<file path="src/rtl/pic_priority_resolver_n.sv">
// 8259-style priority resolver: request capture, fully nested resolution with
// optional rotation, two-pulse INTA acknowledge and EOI handling.

module pic_irq_chan (
  input  logic clk,
  input  logic rst_n,
  input  logic irq_i,
  input  logic ltim_i,
  input  logic clr_i,
  output logic irr_o
);
  logic prev_q, irr_q, irr_d;

  // ACK1 clear wins over a same-cycle edge or level
  always_comb begin
    irr_d = ltim_i ? irq_i : (irr_q | (irq_i & ~prev_q));
    if (clr_i) irr_d = 1'b0;
  end

  always_ff @(posedge clk) begin
    if (!rst_n) begin
      prev_q <= 1'b0;
      irr_q  <= 1'b0;
    end else begin
      prev_q <= irq_i;
      irr_q  <= irr_d;
    end
  end

  assign irr_o = irr_q;
endmodule

module pic_priority_resolver_n #(
  parameter int NUM_IRQ = 8,
  parameter int IDX_W   = $clog2(NUM_IRQ),
  parameter int VEC_W   = 8
) (
  input  logic                   clk,
  input  logic                   rst_n,
  input  logic [NUM_IRQ-1:0]     irq_in,
  input  logic                   ltim,
  input  logic [NUM_IRQ-1:0]     imr,
  input  logic                   rotate_mode,
  input  logic                   aeoi,
  input  logic [VEC_W-IDX_W-1:0] vector_base,
  input  logic                   inta_pulse,
  input  logic                   eoi_valid,
  input  logic                   eoi_specific,
  input  logic [IDX_W-1:0]       eoi_level,
  output logic                   int_out,
  output logic [VEC_W-1:0]       vector_out,
  output logic                   vector_valid,
  output logic                   spurious,
  output logic [NUM_IRQ-1:0]     irr_out,
  output logic [NUM_IRQ-1:0]     isr_out
);
  typedef enum logic {IDLE, WAIT2} state_t;

  state_t             state_q;
  logic [NUM_IRQ-1:0] irr, req, ack_clr, isr_q, isr_d;
  logic [IDX_W-1:0]   pri_base_q, pri_base_d, ack_idx_q;
  logic [IDX_W-1:0]   scan_ch, win_idx, isr_top, eoi_idx;
  logic               win_vld, isr_any, ack1, ack2, eoi_hit, aeoi_hit;
  logic               seq_spur_q, int_q, vec_valid_q, spur_q;
  logic [VEC_W-1:0]   vec_q;

  assign ack1    = (state_q == IDLE)  && inta_pulse;
  assign ack2    = (state_q == WAIT2) && inta_pulse;
  assign req     = irr & ~imr;
  assign ack_clr = (ack1 && win_vld) ? (NUM_IRQ'(1) << win_idx) : '0;

  for (genvar g = 0; g < NUM_IRQ; g++) begin : g_chan
    pic_irq_chan u_chan (
      .clk    (clk),
      .rst_n  (rst_n),
      .irq_i  (irq_in[g]),
      .ltim_i (ltim),
      .clr_i  (ack_clr[g]),
      .irr_o  (irr[g])
    );
  end

  // Walk channels from highest priority down; the first in-service bit
  // blocks everything at or below it (fully nested mode).
  always_comb begin
    win_vld = 1'b0;
    win_idx = '0;
    isr_any = 1'b0;
    isr_top = '0;
    scan_ch = '0;
    for (int k = 0; k < NUM_IRQ; k++) begin
      scan_ch = pri_base_q + IDX_W'(k);
      if (isr_q[scan_ch] && !isr_any) begin
        isr_any = 1'b1;
        isr_top = scan_ch;
      end
      if (!isr_any && !win_vld && req[scan_ch]) begin
        win_vld = 1'b1;
        win_idx = scan_ch;
      end
    end
  end

  assign eoi_idx  = eoi_specific ? eoi_level : isr_top;
  assign eoi_hit  = eoi_valid && (eoi_specific ? isr_q[eoi_level] : isr_any);
  assign aeoi_hit = ack2 && aeoi && !seq_spur_q;

  // Order matters: EOI rotation overrides AEOI rotation, ACK1 set overrides clears
  always_comb begin
    isr_d      = isr_q;
    pri_base_d = pri_base_q;
    if (aeoi_hit) begin
      isr_d[ack_idx_q] = 1'b0;
      pri_base_d       = ack_idx_q + IDX_W'(1);
    end
    if (eoi_hit) begin
      isr_d[eoi_idx] = 1'b0;
      pri_base_d     = eoi_idx + IDX_W'(1);
    end
    if (ack1 && win_vld) isr_d[win_idx] = 1'b1;
    if (!rotate_mode || !(aeoi_hit || eoi_hit)) pri_base_d = rotate_mode ? pri_base_q : '0;
  end

  always_ff @(posedge clk) begin
    if (!rst_n) begin
      state_q     <= IDLE;
      ack_idx_q   <= '0;
      seq_spur_q  <= 1'b0;
      isr_q       <= '0;
      pri_base_q  <= '0;
      int_q       <= 1'b0;
      vec_q       <= '0;
      vec_valid_q <= 1'b0;
      spur_q      <= 1'b0;
    end else begin
      isr_q       <= isr_d;
      pri_base_q  <= pri_base_d;
      int_q       <= win_vld && !ack1;
      vec_valid_q <= 1'b0;
      spur_q      <= 1'b0;
      case (state_q)
        IDLE: begin
          if (inta_pulse) begin
            ack_idx_q  <= win_vld ? win_idx : IDX_W'(NUM_IRQ - 1);
            seq_spur_q <= !win_vld;
            spur_q     <= !win_vld;
            state_q    <= WAIT2;
          end
        end
        WAIT2: begin
          if (inta_pulse) begin
            vec_q       <= {vector_base, ack_idx_q};
            vec_valid_q <= 1'b1;
            state_q     <= IDLE;
          end
        end
        default: state_q <= IDLE;
      endcase
    end
  end

  assign int_out      = int_q;
  assign vector_out   = vec_q;
  assign vector_valid = vec_valid_q;
  assign spurious     = spur_q;
  assign irr_out      = irr;
  assign isr_out      = isr_q;
endmodule

</file>
<file path="config.mk">
export PLATFORM = sky130hd
export DESIGN_NAME = pic_priority_resolver_n
export DESIGN_NICKNAME = d
export VERILOG_FILES = /design/src/rtl/pic_priority_resolver_n.sv
export SDC_FILE = /design/constraint.sdc
export NUM_CORES = 1
export LEC_CHECK = 0
export ABC_AREA = 1
export CAP_MARGIN = 20
export CORE_ASPECT_RATIO = 0.9
export CORE_MARGIN = 2
export CORE_UTILIZATION = 59
export DETAILED_ROUTE_END_ITERATION = 7
export PLACE_DENSITY_LB_ADDON = 0.1
export SYNTH_ARGS = -nofsm -noshare
export SYNTH_HDL_FRONTEND = slang
export SYNTH_SLANG_ARGS = --single-unit
</file>
<file path="constraint.sdc">
create_clock -name clk -period 7.7 [get_ports clk]
set_clock_uncertainty 0.05 [all_clocks]
set_input_delay 1.54 -clock clk [delete_from_list [all_inputs] [get_ports clk]]
set_output_delay 1.54 -clock clk [all_outputs]
set_load 0.05 [all_outputs]
</file>
-- Word-level counts from Yosys, hierarchy flattened
Cells that the tools add are included.
- bits in registers: 43
- word-level logic and storage cells: 247
- $add $sub $neg: 9
- $lt $le $gt $ge: 15
- eq/ne operators: 1
- shift operators: 1
- mux-type cells: 94
- bitwise logic cells: 34
- reductions and logical operators: 68
- operators with widths (cell ; number):
    2-to-1 mux 3 bit ; 22
    binary-select mux 1 bit (select 3 bit) ; 17
    < comparator 3 x 4 -> 1 bit, second input constant ; 12
    2-to-1 mux 1 bit ; 47
    logical AND 1 bit ; 32
    2-to-1 mux 8 bit ; 4
    AND 8 bit ; 3
    NOT 8 bit ; 3
    zero test 1 bit ; 20
    OR reduction 2 bit ; 8
    adder 3 bit, second input constant ; 4
    NOT 1 bit ; 11
    adder 3 x 1 -> 3 bit, second input constant ; 3
    demux 1 bit (select 3 bit) ; 3
    greater-or-equal comparator 3 x 1 -> 1 bit, second input constant ; 3
    AND 1 bit ; 8
    OR 1 bit ; 8
    OR 8 bit ; 1
    AND reduction 2 bit ; 4
    << shifter 1 x 3 -> 8 bit, first input constant ; 1
    adder 3 x 2 -> 3 bit, second input constant ; 2
    nonzero test 3 bit ; 1
    OR reduction 3 bit ; 1
    logical OR 1 bit ; 2
    other kinds (2) ; 2

-- Depth between registers and ports, before layout
- word-level depth: 40
- gate-level depth with buffers: 27
- depth with buffers taken out: 23

-- Modules after synthesis
Synthesis repeated with hierarchy kept, for this count alone.
- cells, all modules: 581
- area total of the unflattened synthesis: 3493.4 um2
- modules (own cells, without submodules) (module ; instances ; cells each ; area each (um2) ; sequential area each (um2)):
    pic_priority_resolver_n ; 1 ; 493 ; 2862.7 ; 540.5
    pic_irq_chan ; 8 ; 11 ; 78.8 ; 40.0

-- Least setup slack after synthesis
Ideal clock, no wire load.
- path type: register -> register
- start point: reg pri_base_q[0]
- end point: reg pri_base_q[2]
- library setup time: 0.132 ns
- data arrival time: 3.193 ns
- required time: 7.518 ns
- path slack: 4.325 ns
- cell stages (with the launch flop): 27
- path buffers: 4
- path through: dfxtp_1 -> buf_6 -> inv_2 -> buf_6 -> buf_6 -> ha_1 -> clkbuf_1 -> nand3_1 -> nand3_1 -> nand2_2 -> nor2_4 -> nand2_4 -> nor2_4 -> nand3_2 -> nor2_4 -> nand2_1 -> o21ai_1 -> inv_1 -> nand2_1 -> nand2_1 -> nand2_1 -> o21ai_0 -> ha_1 -> inv_1 -> nand3_1 -> nand3_1 -> a21oi_1
- cells in the longest elaborated chain, start to end: 31
- ends and longest elaborated chain (item ; line ; text):
    start, declared ; 61 ; logic [IDX_W-1:0] pri_base_q, pri_base_d, ack_idx_q;
    start signal, assigned ; 137 ; pri_base_q <= pri_base_d;
    parallel branches: the longest is 31 deep, another holds adder 3 x 1 -> 3 bit ; - ;
Parallel ways; which one is timed is not known. The select of a mux whose other input is x is not followed.
A chain may end at the register's enable or synchronous reset.

-- Worst setup path after layout
Ends and elaborated chain as after synthesis.

==> metrics.txt <==
unique cell type count in the Yosys netlist a little under 50; global-route usage over all layers 0.317; CP required 7.84 ns; total setup buffers inserted after CTS 0; crit path max-delay cell type sky130_fd_sc_hd__dfxtp_1; total number of vias 3,880; fraction of layout instances using a drive strength above 1 0.119; Relative slew margins 0.354; Slew Viols, Final 0; data arrival time at the worst-slack endpoint 4.73 ns; total I/O pin count slightly below 60; detailed placement HPWL 7.93 mm; async set-reset flop share out of synthesis 0; total wire length after detailed routing ~10 mm; number of diodes added for antenna fixing 0; footprint of the flip-flops and latches 861 um^2; post-cts hold buffer count 0; outcome complete, but fails checks; element type at the critical path end register; effective utilization at floorplan 0.617; wire per inst 15.2 um; global-route wire length before repair 17.0 mm; crit start category register; Final Critical Period 4.59 ns; FMAX 0.218 GHz; number of max-cap violations 0; iteration-0 DRC count of the detailed router 339; die area between 6000 and 7000 um^2; number of antenna violations at the first check in global routing 0; Mapped Nets 590; yosys warns 0; EDFF count, synth 0; maximum number of pins on one net before global-route repair 29; clock-pin slew on the worst setup and hold paths roughly 0.090 ns; measured slew at the worst slew-check pin 0.968 ns; GRT overflow 0; vias per cell 5.83; gp weighted congestion around 0.96; final net count 631; CTS sink cnt 43; endpoints failing hold 0; ordered cell list for the critical path inv_2 -> ha_1 -> inv_1 -> nand3_1 -> nand2_1 -> nand2_1 -> nand2_4 -> nand2_4 -> nor2_8 -> nand3_4 -> nor2_4 -> nand2_2 -> nor2_2 -> nand2_2 -> nand3_2 -> inv_4 -> nand2_4 -> o21ai_0 -> ha_1 -> inv_1 -> nand3_1 -> nand3_1 -> a21oi_1; average footprint of a synthesized cell 6.43 um^2; 1st-pass router iterations 8; top post-synthesis cells by area sky130_fd_sc_hd__dfxtp_1 24%, sky130_fd_sc_hd__nand2_1 14%, sky130_fd_sc_hd__nand3_1 12%; multi-input logic area 2270 um^2; vertical extent of the die 77.6 um; Clk Latency, worst-skew pair 0.32 ns; post-cts sizing count 0; commonest cells after routing, fill and taps aside 134 x sky130_fd_sc_hd__nand2_1, 84 x sky130_fd_sc_hd__nand3_1, 58 x sky130_fd_sc_hd__clkdlybuf4s50_1; antenna violation net count after detailed routing 0; most common library cell in the layout ignoring fill and taps sky130_fd_sc_hd__nand2_1; hold crit path type reg2reg; Setup TNS 0 ns; largest driver fanout on the critical path 21; deepest clock path buffer count 2; floorplan core area roughly 5800 um^2; total DRC errors in the routed layout 4; register bit count reported by yosys 43; maximum level of the CTS H-tree 2; cell at the root of the clock tree sky130_fd_sc_hd__clkbuf_8; most instantiated flip-flop cell in the synthesis netlist sky130_fd_sc_hd__dfxtp_1; unrepaired setup endpoints after global routing false; path type of the worst setup path reg2reg; vias in the first global route 3,630; area fraction of the dominant cell type after synthesis 0.242; failing checks design-rule violations; row count 26; number of CTS-inserted buffers 5; post-synthesis cell type with the largest combined area sky130_fd_sc_hd__dfxtp_1; post-route clock period utilization 0.596; CTS tree built; Mapped Cells 553; Port Buf Inserts 58; Setup violations, final 0; number of fill cells 512; horizontal die dimension 85.8 um; area of the mapped netlist ~3600 um^2; sequential area share after synthesis 0.242; Layout Area Growth over Synthesis 17.1%; stage delay of the slowest cell on the critical path 0.80 ns
[path summary, 6_finish.rpt]
path                              startpoint                    endpoint  slack (ns)  depth (start not counted)
setup / recovery  pri_base_q[0]$_SDFFE_PN0P_  pri_base_q[2]$_SDFFE_PN0P_        3.11                         23
hold / removal            state_q$_SDFF_PN0_         spurious$_SDFF_PP0_        0.41                          1
setup reg to reg  pri_base_q[0]$_SDFFE_PN0P_  pri_base_q[2]$_SDFFE_PN0P_        3.11                         23
hold reg to reg           state_q$_SDFF_PN0_         spurious$_SDFF_PP0_        0.41                          1
[worst max-delay path: cells and delay by family (launching register included)]
family,cells,cell delay (ns)
buffers and inverters,4,0.91
AOI/OAI and AO/OA,2,0.15
adders and majority gates,2,0.78
and+or+nand+nor,15,1.74
DFF,1,0.80
[cells by family after synthesis]
logic type	after synthesis	share of synthesized area
AO/OA/AOI/OAI	74	0.123
adder cells (fa/ha/maj)	5	0.0176
AND/OR/NAND/NOR	334	0.471
multiplexers	1	0.00282
XOR/XNOR	4	0.0246
flip-flops	43	0.242
buffers and inverters	92	0.119
[flip-flops by register name, summed over array words and instances, names as in the netlist, 3 cells and up]
name                  flops
g_chan.u_chan.prev_q      8
pri_base_q                3
ack_idx_q                 3
g_chan.u_chan.irr_o       8
vector_out                8
isr_out                   8
[routing by layer]
layer  global-route usage  part of all wire
met1                0.466              0.44
met5                    0                 0
met3               0.0415              0.10
met2                0.489              0.43
met4               0.0762             0.022
[through the flow]
step | hold WS, ns | instances | utilization | cell area (um^2) | worst slack [ns]
after floorplan | 0.374 | 553 | - | 3550 | 4.32
after global placement | 0.388 | 657 | 0.706 | 4070 | 3.47
after detailed placement | 0.402 | 657 | 0.706 | 4070 | 3.26
after CTS | 0.414 | 665 | 0.723 | 4160 | 3.23
after global routing | 0.443 | 665 | 0.723 | 4160 | 2.78
final | 0.409 | 665 | 0.723 | 4160 | 3.11
[Yosys cell counts (2+ instances only)]
| library cell | instances |
|---|---|
| sky130_fd_sc_hd__a21boi_0 | 3 |
| sky130_fd_sc_hd__a21oi_1 | 25 |
| sky130_fd_sc_hd__a31oi_1 | 3 |
| sky130_fd_sc_hd__a41oi_1 | 3 |
| sky130_fd_sc_hd__buf_2 | 4 |
| sky130_fd_sc_hd__buf_4 | 9 |
| sky130_fd_sc_hd__buf_6 | 4 |
| sky130_fd_sc_hd__clkbuf_1 | 8 |
| sky130_fd_sc_hd__clkinv_1 | 2 |
| sky130_fd_sc_hd__dfxtp_1 | 43 |
| sky130_fd_sc_hd__ha_1 | 5 |
| sky130_fd_sc_hd__inv_1 | 55 |
| sky130_fd_sc_hd__inv_2 | 7 |
| sky130_fd_sc_hd__nand2_1 | 134 |
| sky130_fd_sc_hd__nand2_2 | 10 |
| sky130_fd_sc_hd__nand2_4 | 6 |
| sky130_fd_sc_hd__nand3_1 | 84 |
| sky130_fd_sc_hd__nand3_2 | 8 |
| sky130_fd_sc_hd__nand4_1 | 9 |
| sky130_fd_sc_hd__nand4_2 | 2 |
| sky130_fd_sc_hd__nor2_1 | 57 |
| sky130_fd_sc_hd__nor2_2 | 7 |
| sky130_fd_sc_hd__nor2_4 | 5 |
| sky130_fd_sc_hd__nor2_8 | 2 |
| sky130_fd_sc_hd__nor3_1 | 4 |
| sky130_fd_sc_hd__nor3_4 | 3 |
| sky130_fd_sc_hd__o211ai_1 | 2 |
| sky130_fd_sc_hd__o21a_1 | 2 |
| sky130_fd_sc_hd__o21ai_0 | 23 |
| sky130_fd_sc_hd__o21ai_1 | 3 |
| sky130_fd_sc_hd__o41ai_1 | 3 |
[area by class of cell]
| class | instances | area share |
|---|---|---|
| clock buffers | 5 | 0.0165 |
| clock inverters | 3 | 0.00631 |
| inverters | 67 | 0.0625 |
| multi-input cells | 418 | 0.546 |
| flip-flops and latches | 43 | 0.207 |
| well taps | 70 | 0.0210 |
| repair buffers | 59 | 0.141 |
Power is not shown: default switching activity piles up to over one toggle a cycle in this logic, so the estimate is an artifact.
